===== src/rtl/ram_port_arbiter_if.sv =====
// ram_port_arbiter_if: requester-side command/grant/read-return bundle for the two RAM ports.
interface ram_port_arbiter_if #(
  parameter int WIDTH = 8,
  parameter int AW = 4
);
  logic             req_a, req_b;
  logic             we_a, we_b;
  logic [AW-1:0]    addr_a, addr_b;
  logic [WIDTH-1:0] wdata_a, wdata_b;
  logic             gnt_a, gnt_b;
  logic             rvalid_a, rvalid_b;
  logic [WIDTH-1:0] rdata;
  modport master (
    output req_a, req_b, we_a, we_b, addr_a, addr_b, wdata_a, wdata_b,
    input  gnt_a, gnt_b, rvalid_a, rvalid_b, rdata
  );
  modport slave (
    input  req_a, req_b, we_a, we_b, addr_a, addr_b, wdata_a, wdata_b,
    output gnt_a, gnt_b, rvalid_a, rvalid_b, rdata
  );
endinterface


===== src/rtl/ram_port_arbiter.sv =====
// ram_port_arbiter: round-robin sharing of a single-port synchronous RAM between ports A and B.
module ram_port_arbiter #(
  parameter int WIDTH = 8,
  parameter int DEPTH = 16,
  localparam int AW = $clog2(DEPTH)
) (
  input  logic                 clk,
  input  logic                 rst,
  ram_port_arbiter_if.slave    bus,
  output logic                 ram_wr_en,
  output logic                 ram_rd_en,
  output logic [AW-1:0]        ram_addr,
  output logic [WIDTH-1:0]     ram_data_in,
  input  logic [WIDTH-1:0]     ram_data_out
);
  logic             gnt_a_q, gnt_b_q, wr_q, rd_q, rvalid_a_q, rvalid_b_q;
  logic             last_q, last_d, rd_pend_q, rd_pend_d, rd_own_q, rd_own_d;
  logic [AW-1:0]    addr_q, addr_d;
  logic [WIDTH-1:0] din_q, din_d;
  logic             elig_a, elig_b, win_a, win_b, win, sel_we;
  logic [AW-1:0]    sel_addr;
  logic [WIDTH-1:0] sel_wdata;
  // last_q/rd_own_q: 0 = port A, 1 = port B; a port granted last edge is masked this edge
  always_comb begin
    elig_a    = bus.req_a & ~gnt_a_q;
    elig_b    = bus.req_b & ~gnt_b_q;
    win_a     = elig_a & (~elig_b | last_q);
    win_b     = elig_b & ~win_a;
    win       = win_a | win_b;
    sel_we    = win_a ? bus.we_a : bus.we_b;
    sel_addr  = win_a ? bus.addr_a : bus.addr_b;
    sel_wdata = win_a ? bus.wdata_a : bus.wdata_b;
    last_d    = win ? win_b : last_q;
    addr_d    = win ? sel_addr : addr_q;
    din_d     = (win & sel_we) ? sel_wdata : din_q;
    rd_pend_d = win & ~sel_we;
    rd_own_d  = win_b;
  end
  always_ff @(posedge clk) begin
    if (rst) begin
      gnt_a_q    <= 1'b0;
      gnt_b_q    <= 1'b0;
      wr_q       <= 1'b0;
      rd_q       <= 1'b0;
      addr_q     <= '0;
      din_q      <= '0;
      last_q     <= 1'b1;
      rd_pend_q  <= 1'b0;
      rd_own_q   <= 1'b0;
      rvalid_a_q <= 1'b0;
      rvalid_b_q <= 1'b0;
    end else begin
      gnt_a_q    <= win_a;
      gnt_b_q    <= win_b;
      wr_q       <= win & sel_we;
      rd_q       <= rd_pend_d;
      addr_q     <= addr_d;
      din_q      <= din_d;
      last_q     <= last_d;
      rd_pend_q  <= rd_pend_d;
      rd_own_q   <= rd_own_d;
      rvalid_a_q <= rd_pend_q & ~rd_own_q;
      rvalid_b_q <= rd_pend_q & rd_own_q;
    end
  end
  assign bus.gnt_a    = gnt_a_q;
  assign bus.gnt_b    = gnt_b_q;
  assign bus.rvalid_a = rvalid_a_q;
  assign bus.rvalid_b = rvalid_b_q;
  assign bus.rdata    = ram_data_out;
  assign ram_wr_en    = wr_q;
  assign ram_rd_en    = rd_q;
  assign ram_addr     = addr_q;
  assign ram_data_in  = din_q;
endmodule


===== src/flat_wrapper.sv =====
// flat-port wrapper written by rule: the top's interface ports become plain ports
module ram_port_arbiter_flat 
#(
  parameter int WIDTH = 8,
  parameter int DEPTH = 16,
  localparam int AW = $clog2(DEPTH)
)
  (clk, rst, ram_wr_en, ram_rd_en, ram_addr, ram_data_in, ram_data_out, bus_req_a, bus_req_b, bus_we_a, bus_we_b, bus_addr_a, bus_addr_b, bus_wdata_a, bus_wdata_b, bus_gnt_a, bus_gnt_b, bus_rvalid_a, bus_rvalid_b, bus_rdata);
  ram_port_arbiter_if #(.WIDTH(WIDTH), .AW(4)) bus_i ();
  input  logic clk;
  input  logic rst;
  output logic ram_wr_en;
  output logic ram_rd_en;
  output logic [AW-1:0] ram_addr;
  output logic [WIDTH-1:0] ram_data_in;
  input  logic [WIDTH-1:0] ram_data_out;
  input wire logic [$bits(bus_i.req_a)-1:0] bus_req_a;
  input wire logic [$bits(bus_i.req_b)-1:0] bus_req_b;
  input wire logic [$bits(bus_i.we_a)-1:0] bus_we_a;
  input wire logic [$bits(bus_i.we_b)-1:0] bus_we_b;
  input wire logic [$bits(bus_i.addr_a)-1:0] bus_addr_a;
  input wire logic [$bits(bus_i.addr_b)-1:0] bus_addr_b;
  input wire logic [$bits(bus_i.wdata_a)-1:0] bus_wdata_a;
  input wire logic [$bits(bus_i.wdata_b)-1:0] bus_wdata_b;
  output wire logic [$bits(bus_i.gnt_a)-1:0] bus_gnt_a;
  output wire logic [$bits(bus_i.gnt_b)-1:0] bus_gnt_b;
  output wire logic [$bits(bus_i.rvalid_a)-1:0] bus_rvalid_a;
  output wire logic [$bits(bus_i.rvalid_b)-1:0] bus_rvalid_b;
  output wire logic [$bits(bus_i.rdata)-1:0] bus_rdata;
  assign bus_i.req_a = bus_req_a;
  assign bus_i.req_b = bus_req_b;
  assign bus_i.we_a = bus_we_a;
  assign bus_i.we_b = bus_we_b;
  assign bus_i.addr_a = bus_addr_a;
  assign bus_i.addr_b = bus_addr_b;
  assign bus_i.wdata_a = bus_wdata_a;
  assign bus_i.wdata_b = bus_wdata_b;
  assign bus_gnt_a = bus_i.gnt_a;
  assign bus_gnt_b = bus_i.gnt_b;
  assign bus_rvalid_a = bus_i.rvalid_a;
  assign bus_rvalid_b = bus_i.rvalid_b;
  assign bus_rdata = bus_i.rdata;
  ram_port_arbiter #(.WIDTH(WIDTH), .DEPTH(DEPTH)) u_core (.clk(clk), .rst(rst), .bus(bus_i), .ram_wr_en(ram_wr_en), .ram_rd_en(ram_rd_en), .ram_addr(ram_addr), .ram_data_in(ram_data_in), .ram_data_out(ram_data_out));
endmodule

===== config.mk =====
export PLATFORM = sky130hd
export DESIGN_NAME = ram_port_arbiter_flat
export DESIGN_NICKNAME = d
export VERILOG_FILES = /design/src/rtl/ram_port_arbiter_if.sv /design/src/rtl/ram_port_arbiter.sv /design/src/flat_wrapper.sv
export SDC_FILE = /design/constraint.sdc
export NUM_CORES = 1
export LEC_CHECK = 0
export CORE_MARGIN = 2
export CORE_UTILIZATION = 43
export CTS_CLUSTER_SIZE = 10
export DETAILED_ROUTE_END_ITERATION = 8
export GPL_ROUTABILITY_DRIVEN = 1
export HOLD_SLACK_MARGIN = 0.12
export PLACE_DENSITY = 0.85
export SYNTH_ARGS = -nofsm -noshare
export SYNTH_HDL_FRONTEND = slang
export SYNTH_SLANG_ARGS = --single-unit

===== constraint.sdc =====
create_clock -name clk -period 3.7 [get_ports clk]
set_clock_uncertainty 0.2 [all_clocks]
set_input_delay 0.555 -clock clk [delete_from_list [all_inputs] [get_ports clk]]
set_output_delay 0.555 -clock clk [all_outputs]
set_load 0.02 [all_outputs]

## Word level (Yosys, flattened, before mapping)

Cells that the tools add are included.

- Mux-type cells: 3
- Bitwise gates (word level): 15

Operator list:

| cell | number |
|---|---|
| 1-bit bitwise AND | 8 |
| 8-bit two-way mux | 1 |
| 1-bit inverter | 5 |
| 4-bit two-way mux | 1 |
| 1-bit bitwise OR | 2 |
| 1-bit two-way mux | 1 |

- Register bits: 19
- Input bits: 38
- Output and inout port bits: 26
- Word-level logic and storage cells: 27

## Depth between registers and ports, before layout

- Depth after elaboration: 9
- Depth in mapped cells: 5
- Mapped depth without buffers: 3

## Worst setup path after synthesis

OpenSTA, ideal clock, no wires.

- Path kind: in2reg
- From: input port bus_req_a
- To: register u_core.din_q[0] (netlist: u_core.ram_data_in[0])
- Data arrival time: 1.283 ns
- Data required time: 3.364 ns
- Slack: 2.081 ns
- Stages: 4
- Path buffers: 1
- Path through: and2b_1 -> buf_6 -> a2111oi_0 -> a211oi_1

- Longest elaborated chain between the ends: 6

Ends and longest elaborated chain:

| element | RTL line | source |
|---|---|---|
| start, declared | flat_wrapper.sv:17 | `input wire logic [$bits(bus_i.req_a)-1:0] bus_req_a;` |
| 1-bit bitwise AND * | ram_port_arbiter.sv:25 | `elig_a = bus.req_a & ~gnt_a_q;` |
| 1-bit bitwise AND * | ram_port_arbiter.sv:27 | `win_a = elig_a & (~elig_b \| last_q);` |
| 1-bit inverter | ram_port_arbiter.sv:28 | `win_b = elig_b & ~win_a;` |
| 1-bit bitwise AND | ram_port_arbiter.sv:28 |  |
| 1-bit bitwise OR | ram_port_arbiter.sv:29 | `win = win_a \| win_b;` |
| 1-bit bitwise AND | ram_port_arbiter.sv:35 | `din_d = (win & sel_we) ? sel_wdata : din_q;` |
| end signal, assigned | ram_port_arbiter.sv:58 | `din_q <= din_d;` |
| end, declared | ram_port_arbiter.sv:19 | `logic [WIDTH-1:0] din_q, din_d;` |

Every way passes the cells marked *; elsewhere a longest branch is shown, timed or not.
A chain may end at the register's enable or synchronous reset.

## Worst setup path after layout

- From: input port bus_req_b
- To: register u_core.din_q[0] (netlist: u_core.ram_data_in[0])

- Longest elaborated chain between the ends: 8

Ends and longest elaborated chain:

| element | RTL line | source |
|---|---|---|
| start, declared | flat_wrapper.sv:18 | `input wire logic [$bits(bus_i.req_b)-1:0] bus_req_b;` |
| 1-bit bitwise AND * | ram_port_arbiter.sv:26 | `elig_b = bus.req_b & ~gnt_b_q;` |
| 1-bit inverter | ram_port_arbiter.sv:27 |  |
| 1-bit bitwise OR | ram_port_arbiter.sv:27 |  |
| 1-bit bitwise AND | ram_port_arbiter.sv:27 |  |
| 1-bit inverter | ram_port_arbiter.sv:28 |  |
| 1-bit bitwise AND | ram_port_arbiter.sv:28 |  |
| 1-bit bitwise OR | ram_port_arbiter.sv:29 |  |
| 1-bit bitwise AND | ram_port_arbiter.sv:35 |  |

Marked as above.

==> qor.yml <==
finalHoldViolCount: 0
placed_cells: 176
cp_max_fo: 8
final_cells: 180
status: "complete, no violations"
cp.required_ns: 3.72
synthesis.instances: 118
io_pins: 64
timing.final.crit_period_ns: 2.29
whs_path_depth: 1
ctsHtreeMaxLevel: 1
synth-edff-count: 0
final_common_cell: "clkdlybuf4s50_1"
slew_violations: 0
cap_violations: 0
gp_congestion: 0.743
syn_to_final_growth_pct: 28.5
ys.flop_type: "dfxtp_1"
fin_nets: 188
cts_hold_buf: 0
ys_seq_area_share_pct: 29.7
endpoint_kind: "register"
root_buffer: "clkbuf_4"
drtIter0Drc: 23
yosysWarnings: 0
firstDrtPassIters: 4
crit_path_start_kind: "input pin"
rr_startpoint: "u_core.last_q$_SDFFE_PP1P_"
vias: 1072
grt_pass1_vias: 1072
synth_top_area_share_pct: 29.7
clk_pin_slew_worst_paths_ns: 0.12
grt_pass1_wl_um: 5160
rrSetupSlack_ns: 1.58
multi_input_area_um2: 714
rr_endpoint: "u_core.ram_data_in[0]$_SDFFE_PP0P_"
routed_via_density: 5.96
core_mm2: 0.00278
clk_latency_ns: 0.31
post_drt_wl_per_cell_um: 17.5
setup_viol_count_final: 0
final_cell_mix: "clkdlybuf4s50_1, dfxtp_1, a211oi_2, nor2b_1"
worstPathArrival_ns: 2.31
synthesis.area_mm2: 0.00128
synth.distinct_cells: 31
cts_resized: 0
drc_errors: 0
die_width_um: 58.5
antenna_left: 0
critPathKind: "input pin to register"
rows: 19
worstHoldStart: "u_core.ram_rd_en$_SDFF_PP0_"
ir_drop_v: 0.000232
cts_setup_buffers: 0
die_area_mm2: 0.00343
wl_um: 3150
rsz0062_at_grt: "no"
cts.path.max_buffers: 2
fin_tns_setup_ns: 0
yosys.area.top_type: "dfxtp_1"
num-fill-cells: 247
leakagePower_nw: 0.526
antenna_found_initial: 0
synth_area_per_cell_um2: 10.8
synth_fp_nets: 156
synth-seq-cells: 19
drive_gt1_share_pct: 25.5
hp-class: "register to register"
grt_max_degree: 22
regArea_um2: 380
synth_area_leaders: "dfxtp_1, a211oi_2, a2111oi_2"
powerDensity_mw_per_mm2: 329
slew_headroom_pct: 43.4
cts_num_sinks: 19
clock.fmax_ghz: 0.437
holdPathEnd: "u_core.bus.rvalid_a$_SDFF_PP0_"
r2r_cells: 3
cts_tree: "done"
period_share_pct: 61.8
worst_pin_slew_ns: 0.849
portBuffers: 47
synthArstFlopShare_pct: 0
fin_util_pct: 59.1
diodes: 0
power_mw: 0.541
dpl.hpwl_um: 2270
grt-ovfl-total: 0
die_h_um: 58.5
cts_buffers: 3
grtUsageTotal_pct: 20.1
initial_core_util_pct: 46.0
[state kept, by name (all words and copies together) (netlist names)]
signal,count
u_core.bus.rvalid_b,1
u_core.ram_data_in,8
u_core.last_q,1
u_core.ram_addr,4
u_core.bus.gnt_a,1
u_core.ram_wr_en,1
u_core.bus.gnt_b,1
u_core.ram_rd_en,1
u_core.bus.rvalid_a,1
[Yosys cell counts (all sizes together), types with 2 or more instances]
cell	n
a211oi	13
nor3b	2
nand3	3
nor2b	9
nor3	9
nand2b	2
dfxtp	19
nor4b	8
a2111oi	8
clkbuf	4
buf	17
a21oi	11
nor4	4
[cell type report]
type | count | share of cell area [%]
Multi-Input combinational cell | 77 | 43.5
Timing Repair Buffer | 48 | 29.1
Sequential cell | 19 | 23.2
Tap cell | 31 | 2.36
Clock buffer | 3 | 1.37
Clock inverter | 1 | 0.305
Inverter | 1 | 0.228
[logic make-up after synthesis]
logic type	Yosys count	share of synthesized area [%]
AO/OA/AOI/OAI	32	26.6
buffers and inverters	22	14.4
flip-flops	19	29.7
AND/OR/NAND/NOR	45	29.3
[stage by stage]
| stage | hold WS (ns) | setup slack, ns | area (um^2) |
|---|---|---|---|
| 2_1_floorplan | 0.362 | 2.08 | 1280 |
| 3_3_place_gp | 0.282 | 1.22 | 1620 |
| 3_5_place_dp | 0.296 | 1.14 | 1620 |
| 4_1_cts | 0.295 | 1.45 | 1640 |
| 5_1_grt | 0.338 | 1.29 | 1640 |
| 6_report | 0.297 | 1.41 | 1640 |
[power by group]
group          switching, mW  internal [mW]
clock network         0.0705         0.0404
registers             0.0174          0.225
logic                 0.0907         0.0977
total                  0.179          0.363
[how the worst max path moves through the flow]
stage / start / depth (start not counted) / slack [ns] / end
2_1_floorplan: bus_req_a / 4 / 2.08 / u_core.ram_data_in[0]$_SDFFE_PP0P_
3_3_place_gp: bus_req_a / 4 / 1.22 / u_core.ram_data_in[0]$_SDFFE_PP0P_
3_5_place_dp: bus_req_b / 4 / 1.14 / u_core.ram_data_in[0]$_SDFFE_PP0P_
4_1_cts: bus_req_b / 4 / 1.45 / u_core.ram_data_in[0]$_SDFFE_PP0P_
5_1_grt: bus_req_b / 4 / 1.29 / u_core.ram_data_in[1]$_SDFFE_PP0P_
6_report: bus_req_b / 4 / 1.41 / u_core.ram_data_in[0]$_SDFFE_PP0P_
[routing by layer]
| layer | vias up | share of wire [%] | GRT usage, % |
|---|---|---|---|
| met4 | 0 | 2.0 | 8.31 |
| met5 | - | 0 | 0 |
| li1 | 503 | - | - |
| met3 | 7 | 6.4 | 2.86 |
| met2 | 46 | 53 | 33.7 |
| met1 | 516 | 39 | 25.7 |
[worst max-delay path: stages]
cell	delay, ns
clkdlybuf4s50_1	0.57
nor2b_1	0.54
nand4b_4	0.34
a211oi_1	0.30
Note: power is estimated with default switching activity, not from simulation.
